[config.mk]
export PLATFORM = sky130hd
export DESIGN_NAME = mdu_iter_flat
export DESIGN_NICKNAME = d
export VERILOG_FILES = /design/src/rtl/mdu_iter_pkg.sv /design/src/rtl/mdu_iter_if.sv /design/src/rtl/mdu_step.sv /design/src/rtl/mdu_iter.sv /design/src/flat_wrapper.sv
export SDC_FILE = /design/constraint.sdc
export NUM_CORES = 1
export LEC_CHECK = 0
export CORE_MARGIN = 5
export CORE_UTILIZATION = 35
export CTS_CLUSTER_SIZE = 8
export DETAILED_ROUTE_END_ITERATION = 6
export DONT_BUFFER_PORTS = 1
export MAX_ROUTING_LAYER = met4
export PLACE_DENSITY = 0.51
export SLEW_MARGIN = 25
export SYNTH_ARGS = -nofsm -noshare
export SYNTH_HDL_FRONTEND = slang
export SYNTH_SLANG_ARGS = --single-unit
[constraint.sdc]
create_clock -name SYS_clk -period 9.3 [get_ports SYS_clk]
set_input_delay 1.86 -clock SYS_clk [delete_from_list [all_inputs] [get_ports SYS_clk]]
set_output_delay 1.86 -clock SYS_clk [all_outputs]
set_load 0.005 [all_outputs]
[src/rtl/mdu_iter_pkg.sv]
// Shared definitions for the iterative multiply/divide unit: op codes, FSM states
// and the iteration-counter width helper.
package mdu_iter_pkg;

    localparam logic [2:0] MDU_OP_MULT  = 3'd0;
    localparam logic [2:0] MDU_OP_MULTU = 3'd1;
    localparam logic [2:0] MDU_OP_DIV   = 3'd2;
    localparam logic [2:0] MDU_OP_DIVU  = 3'd3;
    localparam logic [2:0] MDU_OP_MTHI  = 3'd4;
    localparam logic [2:0] MDU_OP_MTLO  = 3'd5;

    typedef enum logic [1:0] {
        ST_IDLE,
        ST_RUN,
        ST_FIX
    } mdu_state_e;

    // Counter must hold WIDTH itself, hence WIDTH+1 codes.
    function automatic int mdu_cnt_width(input int width);
        return $clog2(width + 1);
    endfunction

endpackage

[src/rtl/mdu_iter_if.sv]
// Request/response bundle between the execute-stage control and the multiply/divide unit.
interface mdu_iter_if #(
    parameter int WIDTH = 32
);
    logic             MDU_start;
    logic [2:0]       MDU_op;
    logic [WIDTH-1:0] MDU_operand_1;
    logic [WIDTH-1:0] MDU_operand_2;
    logic             MDU_busy;
    logic             MDU_done;
    logic [WIDTH-1:0] MDU_hi;
    logic [WIDTH-1:0] MDU_lo;
    logic             MDU_div_zero;
    logic             MDU_illegal;

    modport master (
        output MDU_start, MDU_op, MDU_operand_1, MDU_operand_2,
        input  MDU_busy, MDU_done, MDU_hi, MDU_lo, MDU_div_zero, MDU_illegal
    );

    modport slave (
        input  MDU_start, MDU_op, MDU_operand_1, MDU_operand_2,
        output MDU_busy, MDU_done, MDU_hi, MDU_lo, MDU_div_zero, MDU_illegal
    );
endinterface

[src/rtl/mdu_step.sv]
// One radix-2 iteration: shift-add for multiply, restoring trial-subtract for divide.
// The divide half exists only when MDU_DIV_EN is defined.
module mdu_step
    import mdu_iter_pkg::*;
#(
    parameter int WIDTH = 32
) (
`ifdef MDU_DIV_EN
    input  logic               i_div,
`endif
    input  logic [2*WIDTH-1:0] i_acc,
    input  logic [WIDTH-1:0]   i_operand,
    output logic [2*WIDTH-1:0] o_acc
);
    logic [WIDTH:0]     w_sum;
    logic [2*WIDTH-1:0] w_mul_acc;

    // Multiply: {partial product, remaining multiplier bits}, LSB selects the add.
    assign w_sum     = {1'b0, i_acc[2*WIDTH-1:WIDTH]} + (i_acc[0] ? {1'b0, i_operand} : '0);
    assign w_mul_acc = {w_sum, i_acc[WIDTH-1:1]};

`ifdef MDU_DIV_EN
    logic [WIDTH:0]     w_trial;
    logic [2*WIDTH-1:0] w_div_acc;

    // Divide: {remainder, dividend/quotient}; borrow out of w_trial means restore.
    assign w_trial   = i_acc[2*WIDTH-1:WIDTH-1] - {1'b0, i_operand};
    assign w_div_acc = w_trial[WIDTH] ? {i_acc[2*WIDTH-2:0], 1'b0}
                                      : {w_trial[WIDTH-1:0], i_acc[WIDTH-2:0], 1'b1};
    assign o_acc     = i_div ? w_div_acc : w_mul_acc;
`else
    assign o_acc     = w_mul_acc;
`endif

endmodule

[src/rtl/mdu_iter.sv]
// Iterative multiply/divide unit with HI/LO; FSM, counter, sign handling and HI/LO live here.
// Divide ops and MDU_div_zero are compiled in only when MDU_DIV_EN is defined.
//   state | meaning
//   IDLE  | waiting for start; single-cycle ops complete here
//   RUN   | one radix-2 step per cycle, WIDTH cycles
//   FIX   | sign correction and HI/LO write
module mdu_iter
    import mdu_iter_pkg::*;
#(
    parameter int WIDTH = 32
) (
    input  logic      SYS_clk,
    input  logic      SYS_reset,
    mdu_iter_if.slave mdu
);
    localparam int CNT_W = mdu_cnt_width(WIDTH);

    mdu_state_e         r_state;
    logic [CNT_W-1:0]   r_cnt;
    logic [2*WIDTH-1:0] r_acc;
    logic [WIDTH-1:0]   r_opnd;
    logic [WIDTH-1:0]   r_hi;
    logic [WIDTH-1:0]   r_lo;
    logic               r_neg_res;
    logic               r_busy;
    logic               r_done;
    logic               r_illegal;
`ifdef MDU_DIV_EN
    logic               r_is_div;
    logic               r_neg_rem;
    logic               r_div_zero;
`endif

    logic               w_signed;
    logic               w_neg_1;
    logic               w_neg_2;
    logic [WIDTH-1:0]   w_mag_1;
    logic [WIDTH-1:0]   w_mag_2;
    logic [2*WIDTH-1:0] w_step_acc;
    logic [2*WIDTH-1:0] w_prod;

    assign w_signed = (mdu.MDU_op == MDU_OP_MULT) || (mdu.MDU_op == MDU_OP_DIV);
    assign w_neg_1  = w_signed & mdu.MDU_operand_1[WIDTH-1];
    assign w_neg_2  = w_signed & mdu.MDU_operand_2[WIDTH-1];
    assign w_mag_1  = w_neg_1 ? -mdu.MDU_operand_1 : mdu.MDU_operand_1;
    assign w_mag_2  = w_neg_2 ? -mdu.MDU_operand_2 : mdu.MDU_operand_2;
    assign w_prod   = r_neg_res ? -r_acc : r_acc;

    mdu_step #(.WIDTH(WIDTH)) u_step (
`ifdef MDU_DIV_EN
        .i_div     (r_is_div),
`endif
        .i_acc     (r_acc),
        .i_operand (r_opnd),
        .o_acc     (w_step_acc)
    );

    always_ff @(posedge SYS_clk) begin
        if (SYS_reset) begin
            r_state    <= ST_IDLE;
            r_cnt      <= '0;
            r_acc      <= '0;
            r_opnd     <= '0;
            r_hi       <= '0;
            r_lo       <= '0;
            r_neg_res  <= 1'b0;
            r_busy     <= 1'b0;
            r_done     <= 1'b0;
            r_illegal  <= 1'b0;
`ifdef MDU_DIV_EN
            r_is_div   <= 1'b0;
            r_neg_rem  <= 1'b0;
            r_div_zero <= 1'b0;
`endif
        end else begin
            r_done    <= 1'b0;
            r_illegal <= 1'b0;
            case (r_state)
                ST_IDLE: begin
                    if (mdu.MDU_start) begin
`ifdef MDU_DIV_EN
                        r_div_zero <= 1'b0;
`endif
                        case (mdu.MDU_op)
                            MDU_OP_MULT, MDU_OP_MULTU: begin
                                r_acc     <= {{WIDTH{1'b0}}, w_mag_2};
                                r_opnd    <= w_mag_1;
                                r_neg_res <= w_neg_1 ^ w_neg_2;
`ifdef MDU_DIV_EN
                                r_is_div  <= 1'b0;
`endif
                                r_cnt     <= CNT_W'(WIDTH);
                                r_busy    <= 1'b1;
                                r_state   <= ST_RUN;
                            end
`ifdef MDU_DIV_EN
                            MDU_OP_DIV, MDU_OP_DIVU: begin
                                if (mdu.MDU_operand_2 == '0) begin
                                    r_hi       <= mdu.MDU_operand_1;
                                    r_lo       <= '1;
                                    r_div_zero <= 1'b1;
                                    r_done     <= 1'b1;
                                end else begin
                                    r_acc     <= {{WIDTH{1'b0}}, w_mag_1};
                                    r_opnd    <= w_mag_2;
                                    r_neg_res <= w_neg_1 ^ w_neg_2;
                                    r_neg_rem <= w_neg_1;
                                    r_is_div  <= 1'b1;
                                    r_cnt     <= CNT_W'(WIDTH);
                                    r_busy    <= 1'b1;
                                    r_state   <= ST_RUN;
                                end
                            end
`endif
                            MDU_OP_MTHI: begin
                                r_hi   <= mdu.MDU_operand_1;
                                r_done <= 1'b1;
                            end
                            MDU_OP_MTLO: begin
                                r_lo   <= mdu.MDU_operand_1;
                                r_done <= 1'b1;
                            end
                            default: r_illegal <= 1'b1;
                        endcase
                    end
                end
                ST_RUN: begin
                    r_acc <= w_step_acc;
                    r_cnt <= r_cnt - CNT_W'(1);
                    if (r_cnt == CNT_W'(1)) begin
                        r_state <= ST_FIX;
                    end
                end
                ST_FIX: begin
`ifdef MDU_DIV_EN
                    if (r_is_div) begin
                        r_lo <= r_neg_res ? -r_acc[WIDTH-1:0] : r_acc[WIDTH-1:0];
                        r_hi <= r_neg_rem ? -r_acc[2*WIDTH-1:WIDTH] : r_acc[2*WIDTH-1:WIDTH];
                    end else
`endif
                    begin
                        r_hi <= w_prod[2*WIDTH-1:WIDTH];
                        r_lo <= w_prod[WIDTH-1:0];
                    end
                    r_busy  <= 1'b0;
                    r_done  <= 1'b1;
                    r_state <= ST_IDLE;
                end
                default: r_state <= ST_IDLE;
            endcase
        end
    end

    assign mdu.MDU_busy     = r_busy;
    assign mdu.MDU_done     = r_done;
    assign mdu.MDU_hi       = r_hi;
    assign mdu.MDU_lo       = r_lo;
    assign mdu.MDU_illegal  = r_illegal;
`ifdef MDU_DIV_EN
    assign mdu.MDU_div_zero = r_div_zero;
`else
    assign mdu.MDU_div_zero = 1'b0;
`endif

endmodule

[src/flat_wrapper.sv]
// flat-port wrapper written by rule: the top's interface ports become plain ports
module mdu_iter_flat import mdu_iter_pkg::*;
#(
    parameter int WIDTH = 32
)
  (SYS_clk, SYS_reset, mdu_MDU_start, mdu_MDU_op, mdu_MDU_operand_1, mdu_MDU_operand_2, mdu_MDU_busy, mdu_MDU_done, mdu_MDU_hi, mdu_MDU_lo, mdu_MDU_div_zero, mdu_MDU_illegal);
  mdu_iter_if #(.WIDTH(WIDTH)) mdu_i ();
  input  logic SYS_clk;
  input  logic SYS_reset;
  input wire logic [$bits(mdu_i.MDU_start)-1:0] mdu_MDU_start;
  input wire logic [$bits(mdu_i.MDU_op)-1:0] mdu_MDU_op;
  input wire logic [$bits(mdu_i.MDU_operand_1)-1:0] mdu_MDU_operand_1;
  input wire logic [$bits(mdu_i.MDU_operand_2)-1:0] mdu_MDU_operand_2;
  output wire logic [$bits(mdu_i.MDU_busy)-1:0] mdu_MDU_busy;
  output wire logic [$bits(mdu_i.MDU_done)-1:0] mdu_MDU_done;
  output wire logic [$bits(mdu_i.MDU_hi)-1:0] mdu_MDU_hi;
  output wire logic [$bits(mdu_i.MDU_lo)-1:0] mdu_MDU_lo;
  output wire logic [$bits(mdu_i.MDU_div_zero)-1:0] mdu_MDU_div_zero;
  output wire logic [$bits(mdu_i.MDU_illegal)-1:0] mdu_MDU_illegal;
  assign mdu_i.MDU_start = mdu_MDU_start;
  assign mdu_i.MDU_op = mdu_MDU_op;
  assign mdu_i.MDU_operand_1 = mdu_MDU_operand_1;
  assign mdu_i.MDU_operand_2 = mdu_MDU_operand_2;
  assign mdu_MDU_busy = mdu_i.MDU_busy;
  assign mdu_MDU_done = mdu_i.MDU_done;
  assign mdu_MDU_hi = mdu_i.MDU_hi;
  assign mdu_MDU_lo = mdu_i.MDU_lo;
  assign mdu_MDU_div_zero = mdu_i.MDU_div_zero;
  assign mdu_MDU_illegal = mdu_i.MDU_illegal;
  mdu_iter #(.WIDTH(WIDTH)) u_core (.SYS_clk(SYS_clk), .SYS_reset(SYS_reset), .mdu(mdu_i));
endmodule
Word-level counts from Yosys, hierarchy flattened
Index checks and enable logic that the tools add are counted.
- add/sub/neg operators: 5
- eq/ne operators: 12
- mux-type cells: 27
- bitwise logic cells: 5
- reductions and logical operators: 15
- operators with widths (operator ; number):
    $mux 32 ; 7
    $mux 64 ; 3
    $pmux 32 s2 ; 2
    $pmux 64 s2 ; 1
    $neg 32->32 ; 2
    $neg 64->64 ; 1
    $add 32x33->33 ; 1
    $reduce_and 3->1 ; 6
    $mux 6 ; 2
    $pmux 6 s2 ; 1
    $ne 2x2->1 const B ; 4
    $eq 3x3->1 const B ; 2
    $eq 6x1->1 const B ; 1
    $mux 2 ; 3
    $sub 6x1->6 const B ; 1
    $mux 1 ; 5
    $pmux 1 s2 ; 2
    $pmux 2 s2 ; 1
    $reduce_bool 2->1 ; 2
    $reduce_or 2->1 ; 2
    $reduce_or 4->1 ; 1
    $eq 3x1->1 const B ; 1
    $eq 3x2->1 const B ; 1
    $logic_not 3->1 ; 1
    other kinds (9) ; 11
- bits in registers: 172
- output and inout bits: 68
- logic and storage cells: 74

Longest topological paths before layout
Gate-level depths: netlist of run 1.
- word-level depth: 7
- mapped depth: 14
- mapped depth without buffers: 12

Modules after synthesis
From an unflattened synthesis of run 1, not the netlist that was laid out.
- cell total of the unflattened synthesis: 1535
- area total of the unflattened synthesis: 11882.6 um^2
- by module, submodules not included (module ; times used ; cells each ; area each (um^2) ; seq. area each (um^2)):
    mdu_iter ; 1 ; 1220 ; 9690.5 ; 3443.3
    mdu_step ; 1 ; 315 ; 2192.1 ; 0.0

Least setup slack after synthesis of run 1
Ideal clock, no wire load.
- path kind: input -> register
- from: in mdu_MDU_operand_2[9]
- to: reg u_core.r_acc[24]
- library setup time: 0.128 ns
- arrival time: 4.148 ns
- required time: 9.172 ns
- setup slack: 5.025 ns
- stages on the path: 8
- buffers on the path: 0
- path through: or4_1 -> or3_1 -> or3_1 -> nor4_1 -> a21oi_1 -> xor2_1 -> a222oi_1 -> nor2_1
- word-level cells in the longest chain between the ends: 5
- RTL lines (element ; line ; RTL):
    start, declared ; flat_wrapper.sv:13 ; input wire logic [$bits(mdu_i.MDU_operand_2)-1:0] mdu_MDU_operand_2;
    $neg 32->32 ; mdu_iter.sv:46 ; assign w_mag_2 = w_neg_2 ? -mdu.MDU_operand_2 : mdu.MDU_operand_2;
    $mux 32 ; mdu_iter.sv:46 ;
    $mux 64 ; mdu_iter.sv:84 ; case (mdu.MDU_op)
    $mux 64 ; mdu_iter.sv:80 ; if (mdu.MDU_start) begin
    $pmux 64 s2 ; mdu_iter.sv:78 ; case (r_state)
    end signal, assigned ; mdu_iter.sv:86 ; r_acc <= {{WIDTH{1'b0}}, w_mag_2};
    end signal, assigned ; mdu_iter.sv:128 ; r_acc <= w_step_acc;
    end, declared ; mdu_iter.sv:20 ; logic [2*WIDTH-1:0] r_acc;
No other way between the ends. The select of a mux whose other input is x is not followed.
A chain may end at the register's enable or synchronous reset.

Final worst setup path of run 1
- from: in mdu_MDU_operand_2[9]
- to: reg u_core.r_acc[28]
Same word-level chain as after synthesis.

==> summary.txt, run 1 <==
Timing
  – Tightest Pin Transition: 1090 ps
  – Post-layout min period: 4110 ps
  – Crit share post-route: 44.2%
  – Fin Setup TNS: 0 ps
  – Final hold violation count: 0
  – Fmax: 243 MHz
  – Relative slew slack: 25.4%
  – # setup viols final: 0
  – RSZ-0062 raised after global routing: no
  – Worst Skew: 11.3 ps
  – Fin. max-slew vios: 0

Clock network
  – CTS buffer count: 17
  – Worst-path clk slew: 60 ps
  – H-tree Lvls: 4
  – CTS tree: done
  – CTS Hold Bufs: 0
  – CTS Sinks: 172
  – Setup Buffers After CTS: 0
  – Clock latency on the worst-skew pair: 450 ps
  – Root Driver: clkbuf_16
  – Post-cts sizing count: 0
  – Max clock buf depth: 2

Route
  – DRC: 0
  – Iteration-0 DRC Markers: 812
  – Avg Vias per Cell: 5.81
  – Routed WL per cell: 21.5 um
  – Initial DRT Pass Iterations: 6
  – Via Count: 10061
  – Final ANT Viol Nets: 0
  – Routed WL: 37300 um

Yosys
  – Post-Syn Nets: 1490
  – Netlist cell types: between 60 and 70
  – Synth Cell Area: approximately 11000 um^2
  – Synth Area in Compound Gates: 26.4%
  – Dominant cells by area after synthesis: dfxtp_1, xnor2_1, nor2_1
  – Area share of the largest cell type after synthesis: between 30% and 40%
  – Synth Area in Adders: 4.35%
  – Synthesized flop and latch total: 172
  – Post-synthesis cell count: 1382
  – Synth area leader: dfxtp_1
  – Synth Area in Simple Gates: 19.6%
  – Async set or reset register ratio after synthesis: 0%
  – Multiplexer share of the synthesized area: under 10%
  – Xor-xnor portion of the synthesized cell area: between 10% and 20%
  – Post-synth EDFFs: 0
  – Post-synthesis average cell area: just over 8 um^2
  – Yosys warning count: 0
  – Main combinational cell family by area after synthesis: compound AO/OA/AOI/OAI gates
  – Sequential area share after synthesis: 31.0%
  – Synth Flop Type: dfxtp_1

Critical path
  – Most frequent CP cell: or3_1
  – Slowest stage cell, crit path: or4_1
  – Startpoint types: input port
  – Kind of critical path: input port to register
  – Worst-path cell chain: or4_1 > or3_1 > or3_1 > nor4_1 > a21oi_1 > xor2_1 > a222oi_1 > nor2_1
  – CP Capture Type: register
  – Worst endpoint required time: 9620 ps
  – Max FO, Critical Path: 5
  – Critical path arrival: 4430 ps
  – Delay of the slowest critical-path stage: 550 ps

GRT
  – Global-route wire length before repair: 58300 um
  – Gr ovfl total: 0
  – Antenna violations before repair: 0
  – Global Route Usage Sum: roughly a fifth
  – Largest net degree at the start of global routing: between 100 and 150
  – Vias in the first global route: a little under 10000

Pwr
  – Cell Int Power: 1.39 mW
  – Clock power share: 46.1%
  – Leak pwr: 4.33 nW
  – Sequential power share: 42.4%
  – Sw Ratio: 25.4%
  – Pwr Total: 1.86 mW
  – Cell Pwr Density: 155 nW/um^2
  – Sw power: between 400 and 500 uW
  – Peak VDD IR: 0.107 mV
  – Comb pwr share: 11.5%

Floorplanning
  – Number of core rows: 65
  – Core region area: 31500 um^2
  – Die width: 188 um
  – Initial core utilization: 35.3%
  – IO Pins: 138
  – Die extent in y: 188 um
  – Die ar.: around 35000 um^2

Placement
  – Final HPWL DP: roughly 27000 um
  – I/O Buffers: 0
  – Dpl cell area: 11300 um^2
  – Placer Congestion: 0.881

Hold path
  – Hold crit path type: register to register

Cells and area
  – Antenna cells: 0
  – Post-layout util: between 30% and 40%
  – Design Area, Final: 12000 um^2
  – Share of cells above drive strength 1: 5.48%
  – Synthesis-to-finish area growth: 8.11%
  – Number of nets in the layout: 1427

Run
  – Max-Cap Viols: 0

Run status
  – Status: finished clean
==> flip-flops by register name, summed over array words and instances, names as in the netlist <==
signal	count
u_core.mdu.MDU_busy	1
u_core.r_acc	64
u_core.mdu.MDU_illegal	1
u_core.mdu.MDU_hi	32
u_core.r_cnt	6
u_core.mdu.MDU_done	1
u_core.mdu.MDU_lo	32
u_core.r_opnd	32
u_core.r_neg_res	1
u_core.r_state	2
==> power groups by stage <==
stage | logic [mW] | registers [mW] | clock network (mW)
after floorplan | 0.171 | 0.794 | 0
after global placement | 0.212 | 0.803 | 0
after detailed placement | 0.214 | 0.804 | 0
after CTS | 0.214 | 0.787 | 0.871
after global routing | 0.237 | 0.790 | 0.905
final | 0.214 | 0.787 | 0.857
==> layout make-up <==
cell class | count | area, um^2
fillers | 3246 | 19500
multi-input cells | 1094 | 7200
flip-flops and latches | 172 | 3440
well taps | 402 | 503
clock buffers | 19 | 453
clock inverters | 12 | 241
repair buffers | 12 | 90.1
inverters | 22 | 82.6
==> per-layer routing <==
layer | GRT usage, % | up-vias | part of all wire, % | routed length (um)
li1 | - | 4967 | - | -
met1 | 27.8 | 4783 | 46 | 17200
met2 | 33.1 | 267 | 45 | 16900
met3 | 5.39 | 44 | 6.2 | 2330
met4 | 6.15 | 0 | 2.4 | 897
met5 | - | - | 0 | 0
==> worst max-delay path: cells and delay by family <==
| kind | cells | cell delay [ps] |
|---|---|---|
| AOI/OAI and AO/OA | 2 | 460 |
| xor gates and xnor gates | 1 | 170 |
| and+or+nand+nor | 5 | 1950 |
==> cell usage in the layout, fill, tap and decap left out, types with 20 or more instances in the layout <==
cell / count
a211oi_1: 73
a21o_1: 22
a21oi_1: 85
a222oi_1: 22
and2_1: 38
dfxtp_1: 171
ha_1: 37
inv_1: 22
mux2i_1: 35
nand2_1: 98
nor2_1: 158
nor3_1: 29
o21ai_0: 85
o22ai_1: 20
o31ai_1: 30
or3_1: 24
xnor2_1: 73
xor2_1: 65
==> path summary, 6_finish.rpt <==
kind | start | end | slack (ps) | cells past startpoint
worst min register to register | u_core.r_opnd[30]$_SDFFE_PP0P_ | u_core.r_opnd[30]$_SDFFE_PP0P_ | 460 | 1
worst min-delay path | u_core.r_opnd[30]$_SDFFE_PP0P_ | u_core.r_opnd[30]$_SDFFE_PP0P_ | 460 | 1
worst max-delay path | mdu_MDU_operand_2[9] | u_core.r_acc[28]$_SDFFE_PP0P_ | 5190 | 8
worst max register to register | u_core.r_acc[0]$_SDFFE_PP0P_ | u_core.r_acc[59]$_SDFFE_PP0P_ | 5550 | 11
==> synth_stat cells (all sizes together) (6+ instances only) <==
cell type,instances
a211oi,73
o41ai,18
or2,11
a31oi,8
o211ai,6
buf,17
o21ai,86
ha,37
a21oi,85
xnor2,73
a21o,22
mux2i,35
nand3,17
nand2,98
xor2,65
clkbuf,76
o21a,8
and2,38
and3,6
nor3,30
nor2,160
a22oi,18
or3,26
or4,15
nor4,13
a222oi,22
dfxtp,172
inv,22
nand4,11
o22ai,20
o31ai,30
nand2b,10
==> stage by stage <==
step                setup slack, ps  std cells  hold slack, ps
floorplan                      5020       1382             432
global placement               4670       1702             442
detailed placement             4730       1702             452
CTS                            5180       1733             467
global route                   5010       1733             476
finish                         5190       1733             463
==> cell families (layout without fill, tap and decap cells) <==
| group | after synthesis | after routing |
|---|---|---|
| XOR/XNOR | 138 | 138 |
| adder cells (fa/ha/maj) | 38 | 38 |
| other | 1 | 1 |
| buffers and inverters | 116 | 65 |
| flip-flops | 172 | 172 |
| AO/OA/AOI/OAI | 434 | 434 |
| multiplexers | 35 | 35 |
| AND/OR/NAND/NOR | 448 | 448 |
No activity file was read; power rests on OpenSTA's default activity.
==> inputs of run 2 (changes only) <==
- clock period: 9.3 -> 3.85 ns (I/O delays scaled with it)
==> summary.txt, run 2 (synthesis results as in run 1) <==
Run status
  – Status: finished clean (unchanged)

GRT
  – Largest net degree at the start of global routing: 147 (unchanged)
  – Vias in the first global route: 9835 (was 9849)
  – Antenna violations before repair: 0 (unchanged)
  – Gr ovfl total: 0 (unchanged)
  – Global-route wire length before repair: 59100 um (was 58300 um)
  – Global Route Usage Sum: 21.7% (was 21.4%)

Cells and area
  – Number of nets in the layout: 1437 (was 1427)
  – Antenna cells: 0 (unchanged)
  – Most flops, register: u_core.r_acc (unchanged)
  – Design Area, Final: 12000 um^2 (about the same)
  – FILL cells: 3258 (was 3246)
  – Most common cell after layout, fill and taps aside: dfxtp_1 (unchanged)
  – Share of cells above drive strength 1: 6.18% (was 5.48%)
  – Register area: 3440 um^2 (unchanged)
  – Multi-input gate area: 7200 um^2 (unchanged)
  – Commonest cells after routing, fill and taps aside: dfxtp_1, nor2_1, nand2_1 (unchanged)
  – Synthesis-to-finish area growth: 7.79% (was 8.11%)
  – Largest register FFs: 64 (unchanged)

Run
  – Max-Cap Viols: 0 (unchanged)

Clock network
  – CTS Sinks: 172 (unchanged)
  – CTS tree: done (unchanged)
  – CTS buffer count: 17 (unchanged)
  – Setup Buffers After CTS: 0 (unchanged)
  – Root Driver: clkbuf_16 (unchanged)
  – H-tree Lvls: 4 (unchanged)
  – Clock latency on the worst-skew pair: 440 ps (was 450 ps)
  – Worst-path clk slew: 70 ps (was 60 ps)
  – Max clock buf depth: 2 (unchanged)
  – CTS Hold Bufs: 0 (unchanged)
  – Post-cts sizing count: 0 (unchanged)

Route
  – Routed WL per cell: 22.1 um (was 21.5 um)
  – Avg Vias per Cell: 5.83 (was 5.81)
  – DRC: 0 (unchanged)
  – Initial DRT Pass Iterations: 5 (was 6)
  – Via Count: 10164 (was 10061)
  – Iteration-0 DRC Markers: 834 (was 812)
  – Final ANT Viol Nets: 0 (unchanged)
  – Routed WL: 38600 um (was 37300 um)

Pwr
  – Leak pwr: 4.32 nW (was 4.33 nW)
  – Peak VDD IR: 0.311 mV (was 0.107 mV)
  – Pwr Total: 4.18 mW (was 1.86 mW)
  – Cell Pwr Density: 349 nW/um^2 (was 155 nW/um^2)

Floorplanning
  – Die width: 188 um (unchanged)
  – Core region area: 31500 um^2 (unchanged)
  – Number of core rows: 65 (unchanged)
  – Die extent in y: 188 um (unchanged)
  – IO Pins: 138 (unchanged)
  – Initial core utilization: 35.3% (unchanged)
  – Die ar.: 35400 um^2 (unchanged)

Hold path
  – Hold crit path type: input port to register (was register to register)
  – Hold wc startpoint: SYS_reset (was u_core.r_opnd[30]$_SDFFE_PP0P_)
  – Worst hold stages: 1 (unchanged)
  – Hold endpoint: u_core.mdu.MDU_hi[30]$_SDFFE_PP0P_ (was u_core.r_opnd[30]$_SDFFE_PP0P_)

Placement
  – Placer Congestion: 0.877 (was 0.881)
  – I/O Buffers: 0 (unchanged)
  – DP Worst Slack: 513 ps (was 4730 ps)
  – Dpl cell area: 11400 um^2 (was 11300 um^2)
  – Final HPWL DP: 28100 um (was 27100 um)

Critical path
  – Most frequent CP cell: buf_4 (was or3_1)
  – Delay of the slowest critical-path stage: 690 ps (was 550 ps)
  – Kind of critical path: register to register (was input port to register)
  – Critical path arrival: 3760 ps (was 4430 ps)
  – Worst-path cell chain: buf_4 > and2_1 > ha_1 > nand3_1 > nor2_1 > nand2_1 > o31a_1 > a2111oi_0 > buf_4 > a21oi_1 > xor2_1 > o21ai_0 (was or4_1 > or3_1 > or3_1 > nor4_1 > a21oi_1 > xor2_1 > a222oi_1 > nor2_1)
  – Max FO, Critical Path: 29 (was 5)
  – R2R Setup Slk: 450 ps (was 5550 ps)
  – Startpoint types: register (was input port)
  – R2r endpoint: u_core.r_acc[62]$_SDFFE_PP0P_ (was u_core.r_acc[59]$_SDFFE_PP0P_)
  – CP Capture Type: register (unchanged)
  – FF-to-FF path depth: 12 (was 11)
  – Slowest stage cell, crit path: a2111oi_0 (was or4_1)
  – Reg-to-Reg Start: u_core.r_acc[0]$_SDFFE_PP0P_ (unchanged)
  – Worst endpoint required time: 4210 ps (was 9620 ps)

Timing
  – Tightest Pin Transition: 1000 ps (was 1090 ps)
  – Crit share post-route: 88.3%
  – Post-layout min period: roughly 3400 ps
  – Worst Skew: 13.3 ps (was 11.3 ps)
  – Fin worst setup slack: 450 ps (was 5190 ps)
  – RSZ-0062 raised after global routing: no (unchanged)
  – Worst hold slack: 426 ps (was 463 ps)
  – # setup viols final: 0 (unchanged)
  – Final hold violation count: 0 (unchanged)
  – Fin Setup TNS: 0 ps (unchanged)
  – Relative slew slack: 33.1% (was 25.4%)
  – Fin. max-slew vios: 0 (unchanged)
  – Fmax: 294 MHz
==> run 2: area by class of cell <==
cell class	count	area share, %
Multi-Input combinational cell	1094	60.1
Tap cell	402	4.20
Clock buffer	19	3.70
Timing Repair Buffer	22	1.38
Sequential cell	172	28.8
Clock inverter	13	1.18
Inverter	22	0.689
==> run 2: per-stage QoR <==
step                      util [%]  cells
final                         38.1   1744
after global routing          38.1   1744
after CTS                     38.1   1744
after detailed placement      36.2   1712
after global placement        36.2   1712
after floorplan                  -   1382
==> run 2: layer usage <==
metal  part of all wire (%)  global-route usage, %  routed length (um)
met1                     46                   28.0               17800
met5                      0                      -                   0
met4                    2.3                   6.15                 897
met3                    6.2                   5.17                2400
met2                     45                   34.2               17500
==> run 2: how the worst max path moves through the flow <==
stage | to | slack, ps | startpoint
after floorplan | u_core.r_acc[24]$_SDFFE_PP0P_ | 660 | mdu_MDU_operand_2[9]
after global placement | u_core.r_acc[62]$_SDFFE_PP0P_ | 490 | u_core.r_acc[0]$_SDFFE_PP0P_
after detailed placement | u_core.r_acc[58]$_SDFFE_PP0P_ | 510 | u_core.r_acc[0]$_SDFFE_PP0P_
after CTS | u_core.r_acc[62]$_SDFFE_PP0P_ | 480 | u_core.r_acc[0]$_SDFFE_PP0P_
after global routing | u_core.mdu.MDU_hi[28]$_SDFFE_PP0P_ | 170 | u_core.r_acc[26]$_SDFFE_PP0P_
final | u_core.r_acc[62]$_SDFFE_PP0P_ | 450 | u_core.r_acc[0]$_SDFFE_PP0P_
==> run 2: worst max-delay path, delay by kind of cell (launching register included) <==
family	cells	cell delay [ps]
AO/OA/AOI/OAI	4	1300
XOR/XNOR	1	150
adder cells (fa/ha/maj)	1	220
buffers and inverters	2	540
flip-flops	1	460
AND/OR/NAND/NOR	4	640
==> run 2: power by group <==
part	switching, mW	internal (mW)
Combinational	0.314	0.198
Clock	0.785	0.977
Sequential	0.0652	1.84
==> inputs of run 3 (changes only) <==
- CTS_CLUSTER_DIAMETER: default -> 200
==> results of run 3 <==
The final DEF is identical to that of run 2; final timing and power are the same.
